--- src/rtl/fpu_sched_if.sv ---
// Handshake bundle between the FP scheduler and its neighbours: dispatch,
// FPU issue/result, CDB writeback, flush and busy status.
interface fpu_sched_if;
  logic        flush;
  logic        disp_valid;
  logic        disp_ready;
  logic [4:0]  disp_funct5;
  logic [31:0] disp_op1;
  logic [31:0] disp_op2;
  logic [2:0]  disp_rob_idx;
  logic        fpu_start;
  logic [4:0]  fpu_funct5;
  logic [31:0] fpu_operand1;
  logic [31:0] fpu_operand2;
  logic [2:0]  EXE_rob_idx;
  logic [31:0] fpu_out;
  logic [2:0]  fpu_rob_idx;
  logic        fpu_o_valid;
  logic        wb_valid;
  logic [31:0] wb_data;
  logic [2:0]  wb_rob_idx;
  logic        wb_grant;
  logic        busy;

  modport master (
    output flush, disp_valid, disp_funct5, disp_op1, disp_op2, disp_rob_idx,
           fpu_out, fpu_rob_idx, fpu_o_valid, wb_grant,
    input  disp_ready, fpu_start, fpu_funct5, fpu_operand1, fpu_operand2,
           EXE_rob_idx, wb_valid, wb_data, wb_rob_idx, busy
  );

  modport slave (
    input  flush, disp_valid, disp_funct5, disp_op1, disp_op2, disp_rob_idx,
           fpu_out, fpu_rob_idx, fpu_o_valid, wb_grant,
    output disp_ready, fpu_start, fpu_funct5, fpu_operand1, fpu_operand2,
           EXE_rob_idx, wb_valid, wb_data, wb_rob_idx, busy
  );
endinterface

--- src/rtl/fpu_sched.sv ---
// FP add/sub issue queue plus credit-protected result buffer feeding the CDB;
// a ROB flush discards queued, in-flight and buffered work.
module fpu_sched #(
  parameter int unsigned DEPTH = 4,
  parameter int unsigned RBUF  = 2
) (
  input  logic       clk,
  input  logic       rst,
  fpu_sched_if.slave bus
);
  localparam int unsigned QW  = $clog2(DEPTH);
  localparam int unsigned CW  = $clog2(DEPTH + 1);
  localparam int unsigned RW  = $clog2(RBUF);
  localparam int unsigned RCW = $clog2(RBUF + 1);
  localparam logic [CW-1:0] IQ_FULL = CW'(DEPTH);
  localparam logic [RCW:0]  RB_MAX  = (RCW + 1)'(RBUF);
  localparam logic [RW-1:0] RB_LAST = RW'(RBUF - 1);

  typedef struct packed {
    logic [4:0]  funct5;
    logic [31:0] op1;
    logic [31:0] op2;
    logic [2:0]  rob;
  } iq_ent_t;

  typedef struct packed {
    logic [31:0] data;
    logic [2:0]  rob;
  } rb_ent_t;

  iq_ent_t        iq_mem [DEPTH];
  logic [QW-1:0]  iq_head, iq_tail;
  logic [CW-1:0]  iq_count;
  rb_ent_t        rb_mem [RBUF];
  logic [RW-1:0]  rb_head, rb_tail;
  logic [RCW-1:0] rb_count;
  logic           inflight, drop;
  logic           iq_push, iq_pop, rb_push, rb_pop, has_credit;
  iq_ent_t        iq_hd;
  rb_ent_t        rb_hd;

  assign has_credit = ({1'b0, rb_count} + {{RCW{1'b0}}, inflight}) < RB_MAX;

  assign bus.disp_ready = (iq_count < IQ_FULL) & ~bus.flush & ~rst;
  assign bus.fpu_start  = (iq_count != '0) & has_credit & ~bus.flush;
  assign iq_push        = bus.disp_valid & bus.disp_ready;
  assign iq_pop         = bus.fpu_start;

  assign iq_hd            = (iq_count != '0) ? iq_mem[iq_head] : '0;
  assign bus.fpu_funct5   = iq_hd.funct5;
  assign bus.fpu_operand1 = iq_hd.op1;
  assign bus.fpu_operand2 = iq_hd.op2;
  assign bus.EXE_rob_idx  = iq_hd.rob;

  // A result with nothing in flight is a leftover from before reset; ignore it.
  assign rb_push = bus.fpu_o_valid & inflight & ~drop & ~bus.flush;
  assign rb_pop  = bus.wb_valid & bus.wb_grant;

  assign bus.wb_valid   = (rb_count != '0);
  assign rb_hd          = bus.wb_valid ? rb_mem[rb_head] : '0;
  assign bus.wb_data    = rb_hd.data;
  assign bus.wb_rob_idx = rb_hd.rob;

  assign bus.busy = (iq_count != '0) | inflight | (rb_count != '0);

  always_ff @(posedge clk) begin
    if (iq_push)
      iq_mem[iq_tail] <= '{funct5: bus.disp_funct5, op1: bus.disp_op1,
                           op2: bus.disp_op2, rob: bus.disp_rob_idx};
    if (rb_push)
      rb_mem[rb_tail] <= '{data: bus.fpu_out, rob: bus.fpu_rob_idx};
  end

  always_ff @(posedge clk or posedge rst) begin
    if (rst) begin
      iq_head  <= '0;
      iq_tail  <= '0;
      iq_count <= '0;
      rb_head  <= '0;
      rb_tail  <= '0;
      rb_count <= '0;
      inflight <= 1'b0;
      drop     <= 1'b0;
    end else begin
      if (bus.flush) begin
        iq_head  <= '0;
        iq_tail  <= '0;
        iq_count <= '0;
        rb_head  <= '0;
        rb_tail  <= '0;
        rb_count <= '0;
      end else begin
        if (iq_push) iq_tail <= iq_tail + QW'(1);
        if (iq_pop)  iq_head <= iq_head + QW'(1);
        case ({iq_push, iq_pop})
          2'b10:   iq_count <= iq_count + CW'(1);
          2'b01:   iq_count <= iq_count - CW'(1);
          default: ;
        endcase
        if (rb_push) rb_tail <= (rb_tail == RB_LAST) ? '0 : rb_tail + RW'(1);
        if (rb_pop)  rb_head <= (rb_head == RB_LAST) ? '0 : rb_head + RW'(1);
        case ({rb_push, rb_pop})
          2'b10:   rb_count <= rb_count + RCW'(1);
          2'b01:   rb_count <= rb_count - RCW'(1);
          default: ;
        endcase
      end

      if (bus.fpu_start)        inflight <= 1'b1;
      else if (bus.fpu_o_valid) inflight <= 1'b0;

      // Flushed op still in the FPU: swallow its result when it lands.
      if (bus.fpu_o_valid & inflight)  drop <= 1'b0;
      else if (bus.flush & inflight)   drop <= 1'b1;
    end
  end
endmodule

--- src/flat_wrapper.sv ---
// flat-port wrapper written by rule: the top's interface ports become plain ports
module fpu_sched_flat 
#(
  parameter int unsigned DEPTH = 4,
  parameter int unsigned RBUF  = 2
)
  (clk, rst, bus_flush, bus_disp_valid, bus_disp_funct5, bus_disp_op1, bus_disp_op2, bus_disp_rob_idx, bus_fpu_out, bus_fpu_rob_idx, bus_fpu_o_valid, bus_wb_grant, bus_disp_ready, bus_fpu_start, bus_fpu_funct5, bus_fpu_operand1, bus_fpu_operand2, bus_EXE_rob_idx, bus_wb_valid, bus_wb_data, bus_wb_rob_idx, bus_busy);
  fpu_sched_if bus_i ();
  input  logic clk;
  input  logic rst;
  input wire logic [$bits(bus_i.flush)-1:0] bus_flush;
  input wire logic [$bits(bus_i.disp_valid)-1:0] bus_disp_valid;
  input wire logic [$bits(bus_i.disp_funct5)-1:0] bus_disp_funct5;
  input wire logic [$bits(bus_i.disp_op1)-1:0] bus_disp_op1;
  input wire logic [$bits(bus_i.disp_op2)-1:0] bus_disp_op2;
  input wire logic [$bits(bus_i.disp_rob_idx)-1:0] bus_disp_rob_idx;
  input wire logic [$bits(bus_i.fpu_out)-1:0] bus_fpu_out;
  input wire logic [$bits(bus_i.fpu_rob_idx)-1:0] bus_fpu_rob_idx;
  input wire logic [$bits(bus_i.fpu_o_valid)-1:0] bus_fpu_o_valid;
  input wire logic [$bits(bus_i.wb_grant)-1:0] bus_wb_grant;
  output wire logic [$bits(bus_i.disp_ready)-1:0] bus_disp_ready;
  output wire logic [$bits(bus_i.fpu_start)-1:0] bus_fpu_start;
  output wire logic [$bits(bus_i.fpu_funct5)-1:0] bus_fpu_funct5;
  output wire logic [$bits(bus_i.fpu_operand1)-1:0] bus_fpu_operand1;
  output wire logic [$bits(bus_i.fpu_operand2)-1:0] bus_fpu_operand2;
  output wire logic [$bits(bus_i.EXE_rob_idx)-1:0] bus_EXE_rob_idx;
  output wire logic [$bits(bus_i.wb_valid)-1:0] bus_wb_valid;
  output wire logic [$bits(bus_i.wb_data)-1:0] bus_wb_data;
  output wire logic [$bits(bus_i.wb_rob_idx)-1:0] bus_wb_rob_idx;
  output wire logic [$bits(bus_i.busy)-1:0] bus_busy;
  assign bus_i.flush = bus_flush;
  assign bus_i.disp_valid = bus_disp_valid;
  assign bus_i.disp_funct5 = bus_disp_funct5;
  assign bus_i.disp_op1 = bus_disp_op1;
  assign bus_i.disp_op2 = bus_disp_op2;
  assign bus_i.disp_rob_idx = bus_disp_rob_idx;
  assign bus_i.fpu_out = bus_fpu_out;
  assign bus_i.fpu_rob_idx = bus_fpu_rob_idx;
  assign bus_i.fpu_o_valid = bus_fpu_o_valid;
  assign bus_i.wb_grant = bus_wb_grant;
  assign bus_disp_ready = bus_i.disp_ready;
  assign bus_fpu_start = bus_i.fpu_start;
  assign bus_fpu_funct5 = bus_i.fpu_funct5;
  assign bus_fpu_operand1 = bus_i.fpu_operand1;
  assign bus_fpu_operand2 = bus_i.fpu_operand2;
  assign bus_EXE_rob_idx = bus_i.EXE_rob_idx;
  assign bus_wb_valid = bus_i.wb_valid;
  assign bus_wb_data = bus_i.wb_data;
  assign bus_wb_rob_idx = bus_i.wb_rob_idx;
  assign bus_busy = bus_i.busy;
  fpu_sched #(.DEPTH(DEPTH), .RBUF(RBUF)) u_core (.clk(clk), .rst(rst), .bus(bus_i));
endmodule
--- config.mk ---
export PLATFORM = sky130hd
export DESIGN_NAME = fpu_sched_flat
export DESIGN_NICKNAME = d
export VERILOG_FILES = /design/src/rtl/fpu_sched_if.sv /design/src/rtl/fpu_sched.sv /design/src/flat_wrapper.sv
export SDC_FILE = /design/constraint.sdc
export NUM_CORES = 1
export LEC_CHECK = 0
export BUFFER_PORTS_ARGS = -buffer_cell sky130_fd_sc_hd__buf_2
export CAP_MARGIN = 20
export CORE_MARGIN = 5
export CORE_UTILIZATION = 30
export DETAILED_ROUTE_END_ITERATION = 8
export REMOVE_ABC_BUFFERS = 1
export SLEW_MARGIN = 10
export SYNTH_ARGS = -nofsm -noshare
export SYNTH_HDL_FRONTEND = slang
export SYNTH_SLANG_ARGS = --single-unit
--- constraint.sdc ---
create_clock -name clk -period 3.95 [get_ports clk]
set_clock_uncertainty 0.15 [all_clocks]
set_input_delay 0.1975 -clock clk [delete_from_list [all_inputs] [get_ports clk]]
set_output_delay 0.1975 -clock clk [all_outputs]
set_load 0.005 [all_outputs]
==> qor.yml, run 1 <==
synthTopCellsByCount: "edfxtp_1, and2_1, mux4_2"
critPathLaunch: "u_core.iq_head[0]"
drive_above_1_share_pct: 35.1
p_seq_share_pct: 43.6
grt_max_degree: 76
ys_async_sr_fraction_pct: 3.50
dr.pass1.iters: 5
finalHoldViolations: 0
setup_viol: 0
switching_share_pct: 26.7
cts.sinks: 371
clockPowerShare_pct: 34.2
required_ns: 3.60
rsz0062_at_grt: "no"
ys_types: 38
cts-root-buf: "clkbuf_16"
ys.flop_type: "edfxtp_1"
postCtsHoldBufs: 112
ys_seq_elements: 371
leakagePower_nw: 6.53
routedWlPerCell_um: 19.0
crit_path_end: "bus_fpu_operand1[31]"
cts-htree-levels: 2
grt_pass1_vias: 8538
holdWs_ns: 0.0959
cts_tree: "built"
nets: 1170
crit_chain: "buf_4 -> mux4_2 -> and2_1 -> buf_2"
synth_top_area_share_pct: 75.0
final.min_clock_period_ns: 3.20
drt_first_iter_violations: 431
synth_top_area_cell: "edfxtp_1"
clk_pin_slew_ns: 0.05
synthCells: 696
start_util_pct: 30.2
numCtsBuffers: 42
syn_area_mm2: 0.0143
place_ws_ns: 1.20
final_area_mm2: 0.0186
hp-class: "primary input to register"
dpl.cell_count: 1511
wl_um: 32200
crit-reg2reg-launch: "u_core.iq_count[0]"
via_per_inst: 4.55
tightestPinTransition_ns: 1.09
fin_cells: 1699
pwr-share-comb_pct: 22.3
postSynthAreaPerCell_um2: 20.6
synth.most_common_cell: "edfxtp_1"
p_int_mw: 7.93
seq_area_frac_synth_pct: 77.3
num_io_pins: 224
worstPathMaxFanout: 42
peakVddDrop_mv: 0.322
num_rows: 80
cp-end-kind: "primary output"
die-height_um: 229
cpPeakStageDelay_ns: 1.01
num_vias: 7722
clk_latency_ns: 0.55
synth_warnings: 0
dpl-instance-area_mm2: 0.0162
grt_pass1_wl_um: 50400
hpwl_um: 19400
maxCapViolCount: 0
finalMaxSlewViolations: 0
critPathSlowestCell: "dfrtp_4"
status: "finished clean"
final_util_pct: 39.3
r2r_setup_slack_ns: 1.41
area_growth_syn_to_layout_pct: 30.1
cts_resized: 0
grt_overflow: 0
switching_power_mw: 2.88
rr_worst_depth: 6
io_buffers: 223
worstSetupPathType: "register to primary output"
max_freq_mhz: 313
min_delay_path_depth: 4
coreArea_mm2: 0.0474
dieArea_mm2: 0.0522
fin_crit_sh_pct: 81.0
routabilityCongestion: 0.713
ant_nets: 0
relSlewSlack_pct: 27.1
drc: 0
power.total_mw: 10.8
critPathArrivalTime_ns: 2.85
r2r-end: "u_core.iq_count[2]"
synth-edff-count: 358
post_cts_buffers: 0
power_density_mw_per_mm2: 580
antenna_found_initial: 2
clk_path_buf_depth: 3
worst_setup_path_start_kind: "register"
grt_use_total_pct: 12.3
tns_ns: 0
synth_area_leaders: "edfxtp_1, mux4_2, and2_1"
fin_ws_ns: 0.752
die_w_um: 229
==> area by class of cell <==
class                           count  area (um2)
Antenna cell                        1        2.50
Timing Repair Buffer              348        2400
Fill cell                        4363       28800
Sequential cell                   371       11100
Multi-Input combinational cell    283        3050
Inverter                            6        22.5
Clock buffer                       49        1100
Clock inverter                     26         209
Tap cell                          615         769
==> cells by family after synthesis <==
logic type,synth area share (%)
muxes,13.8
AOI/OAI and AO/OA,0.934
adders and majority gates,0.489
and+or+nand+nor,5.74
xor gates and xnor gates,0.122
DFF,77.3
buffers and inverters,1.57
==> layout by cell type, fill, tap and decap left out, types with 6 or more instances in the layout <==
cell	Yosys	final
nand4_1	8	8
dfrtp_1	13	10
mux4_2	72	72
buf_4	0	8
clkinv_1	0	10
edfxtp_1	358	358
clkbuf_1	10	6
mux2i_1	35	35
inv_1	6	6
clkbuf_16	0	43
clkinv_2	0	7
buf_2	18	223
dlygate4sd3_1	0	112
and2_1	76	72
nor2_1	41	40
==> how the worst min path moves through the flow <==
stage                         from                  to  slack (ns)
floorplan                      rst         u_core.drop       -0.08
global placement               rst         u_core.drop        0.16
detailed placement             rst   u_core.iq_tail[1]        0.16
CTS                 bus_disp_valid  u_core.iq_count[1]        0.04
global route        bus_disp_valid   u_core.iq_tail[1]        0.11
finish              bus_disp_valid  u_core.iq_count[0]         0.1
==> power by group through the flow <==
stage	Sequential (mW)	Clock [mW]	Combinational [mW]
after CTS	4.73	3.83	2.51
after global routing	4.75	4.00	2.68
final	4.71	3.69	2.41
after detailed placement	4.82	0	2.40
after floorplan	4.80	0	1.31
after global placement	4.81	0	2.38
==> critical path, delay by kind of cell (launching register included) <==
kind | cells | cell delay (ns)
simple gates | 1 | 0.17
flops | 1 | 1.01
mux | 1 | 0.53
buf+inv | 2 | 0.52
==> routing by layer <==
layer,up-vias,track usage [%],wire [um]
met2,252,20.0,15500
met5,-,0,13
met4,2,3.31,618
met1,3932,15.8,13600
li1,3489,-,-
met3,47,4.12,2500
==> sequential cells by signal, summed over array words and instances (netlist names) <==
signal and count:
u_core.rb_mem 70, u_core.rb_head 1, u_core.iq_tail 2, u_core.rb_count 2, u_core.iq_mem 288, u_core.inflight 1
u_core.iq_count 3, u_core.rb_tail 1, u_core.iq_head 2, u_core.drop 1
(Power assumes the default switching activity.)
==> run 2, diff against run 1 <==
- clock period: 3.95 -> 3.25 ns (I/O delays scaled with it)
==> run 2 against run 1 <==
  * Via count increased by 0.19%
  * Global-route usage decreased by 0.087 points
  * Die area unchanged
  * Worst hold slack got worse by 0.033 ns
==> qor.yml, run 2 (synthesis results as in run 1) <==
dr.pass1.iters: 5  # unchanged
via_per_inst: 4.54  # -0.22%
grt_use_met1_pct: 15.9  # +0.057 points
grt_pass1_vias: 8555  # +0.20%
cp-end-kind: "primary output"
crit_chain: "buf_4 -> mux4_2 -> and2_1 -> buf_2"
tightestPinTransition_ns: 0.865  # -0.229 ns
grt_pass1_wl_um: 49800  # -1.2%
relSlewSlack_pct: 42.3  # +15 points
clk_path_buf_depth: 3  # unchanged
power_density_mw_per_mm2: 700  # +21%
clk_pin_slew_ns: 0.06  # about the same
setup_viol: 0  # unchanged
hp-class: "primary input to register"
dieArea_mm2: 0.0522  # unchanged
drive_above_1_share_pct: 35.5  # +0.42 points
dpl-instance-area_mm2: 0.0163  # +0.74%
num_rows: 80  # unchanged
numCtsBuffers: 40  # -4.8%
cts-htree-levels: 2  # unchanged
maxCapViolCount: 0  # unchanged
power.total_mw: 13.1  # +21%
nets: 1179  # +0.77%
grt_max_degree: 76  # unchanged
final.min_clock_period_ns: 2.91
status: "finished clean"
wl_um: 32100  # -0.22%
cts_resized: 0  # unchanged
worstPathMaxFanout: 29  # -31%
routabilityCongestion: 0.719  # +0.77%
cts_tree: "built"
num_vias: 7737  # +0.19%
num_io_pins: 224  # unchanged
drc: 0  # unchanged
die_w_um: 229  # unchanged
critPathSlowestCell: "dfrtp_4"
use_met2_pct: 19.7  # -0.22 points
layout_commonest_cell: "edfxtp_1"
largest_register_ffs: 288  # unchanged
peakVddDrop_mv: 0.647  # +100%
start_util_pct: 30.2  # unchanged
worstSetupPathType: "register to primary output"
clk_latency_ns: 0.54  # about the same
area_growth_syn_to_layout_pct: 30.5
grt_overflow: 0  # unchanged
rsz0062_at_grt: "no"
required_ns: 2.94  # -0.66 ns
nFillCells: 4340  # -0.53%
finalMaxSlewViolations: 0  # unchanged
cts-root-buf: "clkbuf_16"
coreArea_mm2: 0.0474  # unchanged
critPathArrivalTime_ns: 2.59  # -0.26 ns
die-height_um: 229  # unchanged
final_area_mm2: 0.0187  # +0.35%
met3_usage_pct: 3.80  # -0.32 points
leakagePower_nw: 6.58  # +0.78%
cpPeakStageDelay_ns: 0.86  # -0.15 ns
io_buffers: 223  # unchanged
ant_nets: 0  # unchanged
mostFrequentLayoutCells: "edfxtp_1, buf_2, dlygate4sd3_1"
reg_top3: "u_core.iq_mem (288), u_core.rb_mem (70), u_core.iq_count (3)"
drt_first_iter_violations: 406  # -5.8%
hpwl_um: 18800  # -2.8%
cts.sinks: 371  # unchanged
top_register: "u_core.iq_mem"
fin_crit_sh_pct: 89.4
busiest_layer: "met2"
finalHoldViolations: 0  # unchanged
max_freq_mhz: 344
routedWlPerCell_um: 18.8  # -0.63%
antenna_found_initial: 3  # +1
worst_setup_path_start_kind: "register"
grt_use_total_pct: 12.2  # -0.087 points
-- run 2: cell count changes in the layout (fill, tap and decap cells not counted), moves of 3 or more --
cell / previous run / this run
buf_12: 5 / 8
buf_4: 8 / 16
clkbuf_1: 6 / 10
clkinv_1: 10 / 6
clkinvlp_4: 5 / 1
-- run 2: metrics by stage --
step                      util [%]  cells  hold slack (ns)  TNS [ns]  setup WS, ns
after CTS                     39.4   1705           0.0146         0         0.198
after floorplan                  -    660           -0.111   -164.33        -0.769
after global routing          39.4   1705           0.0694         0         0.115
final                         39.4   1706           0.0632         0         0.344
after detailed placement      34.4   1522            0.121         0         0.769
after global placement        34.4   1522            0.116         0         0.766
-- run 2: layout make-up --
type / instances / area (um2) / share of cell area, %
Sequential cell: 371 / 11100 / 59.3
Multi-Input combinational cell: 283 / 3050 / 16.3
Timing Repair Buffer: 359 / 2520 / 13.5
Clock buffer: 51 / 1060 / 5.69
Tap cell: 615 / 769 / 4.12
Clock inverter: 20 / 189 / 1.01
Inverter: 6 / 22.5 / 0.120
Antenna cell: 1 / 2.50 / 0.0134
-- run 2: final timing paths --
| path | startpoint | endpoint | slack, ns | cells past startpoint |
|---|---|---|---|---|
| setup / recovery | u_core.iq_head[0] | bus_fpu_operand2[16] | 0.34 | 4 |
| hold reg to reg | u_core.rb_tail | u_core.rb_tail | 0.43 | 2 |
| max in group asynchronous | rst | u_core.iq_head[0] | 2.44 | 3 |
| hold / removal | bus_disp_valid | u_core.iq_tail[1] | 0.06 | 5 |
| setup reg to reg | u_core.iq_count[0] | u_core.iq_count[2] | 0.73 | 6 |
| min in group asynchronous | rst | u_core.iq_count[0] | 0.11 | 3 |
-- run 2: per-layer routing --
layer	wire length (um)	vias to the layer above
li1	-	3507
met3	2340	47
met5	7	-
met2	15100	238
met1	14000	3943
met4	648	2
-- run 2: what timing repair did --
item                      CTS  global route
hold endpoints to repair  382             0
hold buffers              112             0
setup buffers               0             0
-- run 2: power breakdown --
| group | leakage [nW] | internal, mW | switching (mW) |
|---|---|---|---|
| clock network | 0.610 | 2.56 | 1.80 |
| logic | 2.57 | 1.59 | 1.48 |
| registers | 3.40 | 5.42 | 0.228 |
| total | 6.58 | 9.57 | 3.51 |
-- run 2: worst max-delay path, delay by kind of cell, from the launching register on --
| family | cells | cell delay [ns] |
|---|---|---|
| DFF | 1 | 0.86 |
| muxes | 1 | 0.52 |
| buffers and inverters | 2 | 0.47 |
| and+or+nand+nor | 1 | 0.17 |
==> run 3, diff against run 2 <==
- PLACE_DENSITY_LB_ADDON: default -> 0.15
==> run 3 against run 2 <==
  * Clock power grew 1%
  * Worst hold slack gained 0.053 ns
  * Critical endpoint is now bus_fpu_operand1[4]
  * Highest routed layer unchanged
  * Critical path type unchanged
  * Setup slack gained 0.18 ns
  * Final cell count grew 0.23%
  * Routed wire length grew 1.2%
==> qor.yml, run 3 (synthesis results as in run 1) <==
io_buffers: 223  # unchanged
r2r_setup_slack_ns: 0.71  # -0.02 ns
routabilityCongestion: 0.682  # -5.1%
finalMaxSlewViolations: 0  # unchanged
numCtsBuffers: 42  # +5.0%
routedWlPerCell_um: 19.0  # +0.97%
crit_chain: "buf_4 -> mux4_2 -> and2_1 -> buf_2"
cpPeakStageDelay_ns: 0.68  # -0.18 ns
maxCapViolCount: 0  # unchanged
coreArea_mm2: 0.0474  # unchanged
highest_layer: "met5"
critPathSlowestCell: "dfrtp_4"
setup_viol: 0  # unchanged
final.min_clock_period_ns: 2.72  # -0.182 ns
tightestPinTransition_ns: 0.876  # +0.0105 ns
peakVddDrop_mv: 0.563  # -13%
crit_path_end: "bus_fpu_operand1[4]"
cts.sinks: 371  # unchanged
status: "finished clean"
route.met3.wl_um: 2630  # +12%
grt_use_total_pct: 12.4  # +0.20 points
relSlewSlack_pct: 41.6  # -0.70 points
worstPathMaxFanout: 17  # -41%
largest_register_ffs: 288  # unchanged
fin_ws_ns: 0.526  # +0.182 ns
leakagePower_nw: 6.59  # +0.24%
start_util_pct: 30.2  # unchanged
wl_met2_um: 15300  # +1.0%
layout_commonest_cell: "edfxtp_1"
wl_um: 32500  # +1.2%
fin_crit_sh_pct: 83.8  # -5.6 points
num_io_pins: 224  # unchanged
rr_worst_depth: 6  # unchanged
critPathLaunch: "u_core.iq_head[0]"
grt_max_degree: 76  # unchanged
cts-htree-levels: 2  # unchanged
required_ns: 2.94  # about the same
max_freq_mhz: 367  # +6.7%
drive_above_1_share_pct: 35.6  # +0.053 points
tns_ns: 0  # unchanged
worstSetupPathType: "register to primary output"
via_per_inst: 4.46  # -1.7%
place_ws_ns: 0.727  # -0.0419 ns
power_density_mw_per_mm2: 701  # +0.18%
worst_setup_path_start_kind: "register"
area_growth_syn_to_layout_pct: 31.0
grt_pass1_vias: 8370  # -2.2%
mostFrequentLayoutCells: "edfxtp_1, buf_2, dlygate4sd3_1"
num_vias: 7620  # -1.5%
r2r-end: "u_core.iq_count[2]"
cp-end-kind: "primary output"
crit-reg2reg-launch: "u_core.iq_count[0]"
fin_cells: 1710  # +0.23%
grt_overflow: 0  # unchanged
holdWs_ns: 0.117  # +0.0535 ns
hp-class: "primary input to async pin"
drc: 0  # unchanged
num_rows: 80  # unchanged
cts-root-buf: "clkbuf_16"
dpl.cell_count: 1521  # -0.066%
clk_pin_slew_ns: 0.06  # about the same
die_w_um: 229  # unchanged
ant_nets: 0  # unchanged
rsz0062_at_grt: "no"
nets: 1181  # +0.17%
wirelength_met1_um: 14000  # +0.18%
hpwl_um: 19600  # +4.2%
die-height_um: 229  # unchanged
drt_first_iter_violations: 311  # -23%
reg_top3: "u_core.iq_mem (288), u_core.rb_mem (70), u_core.iq_count (3)"
finalHoldViolations: 0  # unchanged
top_register: "u_core.iq_mem"
cts_tree: "built"
grt_pass1_wl_um: 50400  # +1.1%
power.total_mw: 13.2  # +0.56%
antenna_found_initial: 3  # unchanged
clk_latency_ns: 0.55  # about the same
clk_path_buf_depth: 3  # unchanged
critPathArrivalTime_ns: 2.41  # -0.18 ns
dr.pass1.iters: 4  # -1
dieArea_mm2: 0.0522  # unchanged
==> run 3: where the power goes <==
group | total [mW] | internal (mW) | switching (mW)
Clock | 4.41 | 2.58 | 1.83
Combinational | 3.15 | 1.62 | 1.53
Sequential | 5.60 | 5.43 | 0.171
Total | 13.2 | 9.62 | 3.54
==> run 3: timing repair <==
item | CTS | global route
hold buffers | 113 | 0
hold endpoints to repair | 383 | 0
setup buffers | 0 | 0
resized for setup | 0 | 0
==> run 3: area by class of cell <==
| cell class | count | area, um2 |
|---|---|---|
| Sequential cell | 371 | 11100 |
| Timing Repair Buffer | 359 | 2560 |
| Inverter | 6 | 22.5 |
| Tap cell | 615 | 769 |
| Antenna cell | 1 | 2.50 |
| Clock inverter | 25 | 180 |
| Fill cell | 4406 | 28700 |
| Multi-Input combinational cell | 283 | 3050 |
| Clock buffer | 50 | 1100 |
==> run 3: layer usage <==
| layer | track usage, % | vias to the layer above |
|---|---|---|
| li1 | - | 3516 |
| met4 | 2.93 | 2 |
| met1 | 16.4 | 3835 |
| met3 | 4.70 | 44 |
| met5 | 0 | - |
| met2 | 19.5 | 223 |
==> run 3: worst min-delay path by stage <==
stage / end / slack (ns) / from / cells past startpoint
after floorplan: u_core.drop / -0.11 / rst / 1
after global placement: u_core.iq_count[0] / 0.13 / rst / 2
after detailed placement: u_core.iq_count[2] / 0.13 / rst / 2
after CTS: u_core.iq_count[1] / 0.08 / rst / 3
after global routing: u_core.iq_count[1] / 0.12 / rst / 3
final: u_core.iq_count[1] / 0.12 / rst / 3
==> run 3: critical path: cells and delay by family, from the launching register on <==
family,cells,cell delay (ns)
multiplexers,1,0.55
flip-flops,1,0.68
AND/OR/NAND/NOR,1,0.17
buffers and inverters,2,0.46
==> run 3: per-stage QoR <==
| step | utilization, % | cell area [um2] |
|---|---|---|
| after floorplan | - | 14100 |
| after global placement | 34.5 | 16400 |
| after detailed placement | 34.5 | 16400 |
| after CTS | 39.6 | 18800 |
| after global routing | 39.6 | 18800 |
| final | 39.6 | 18800 |
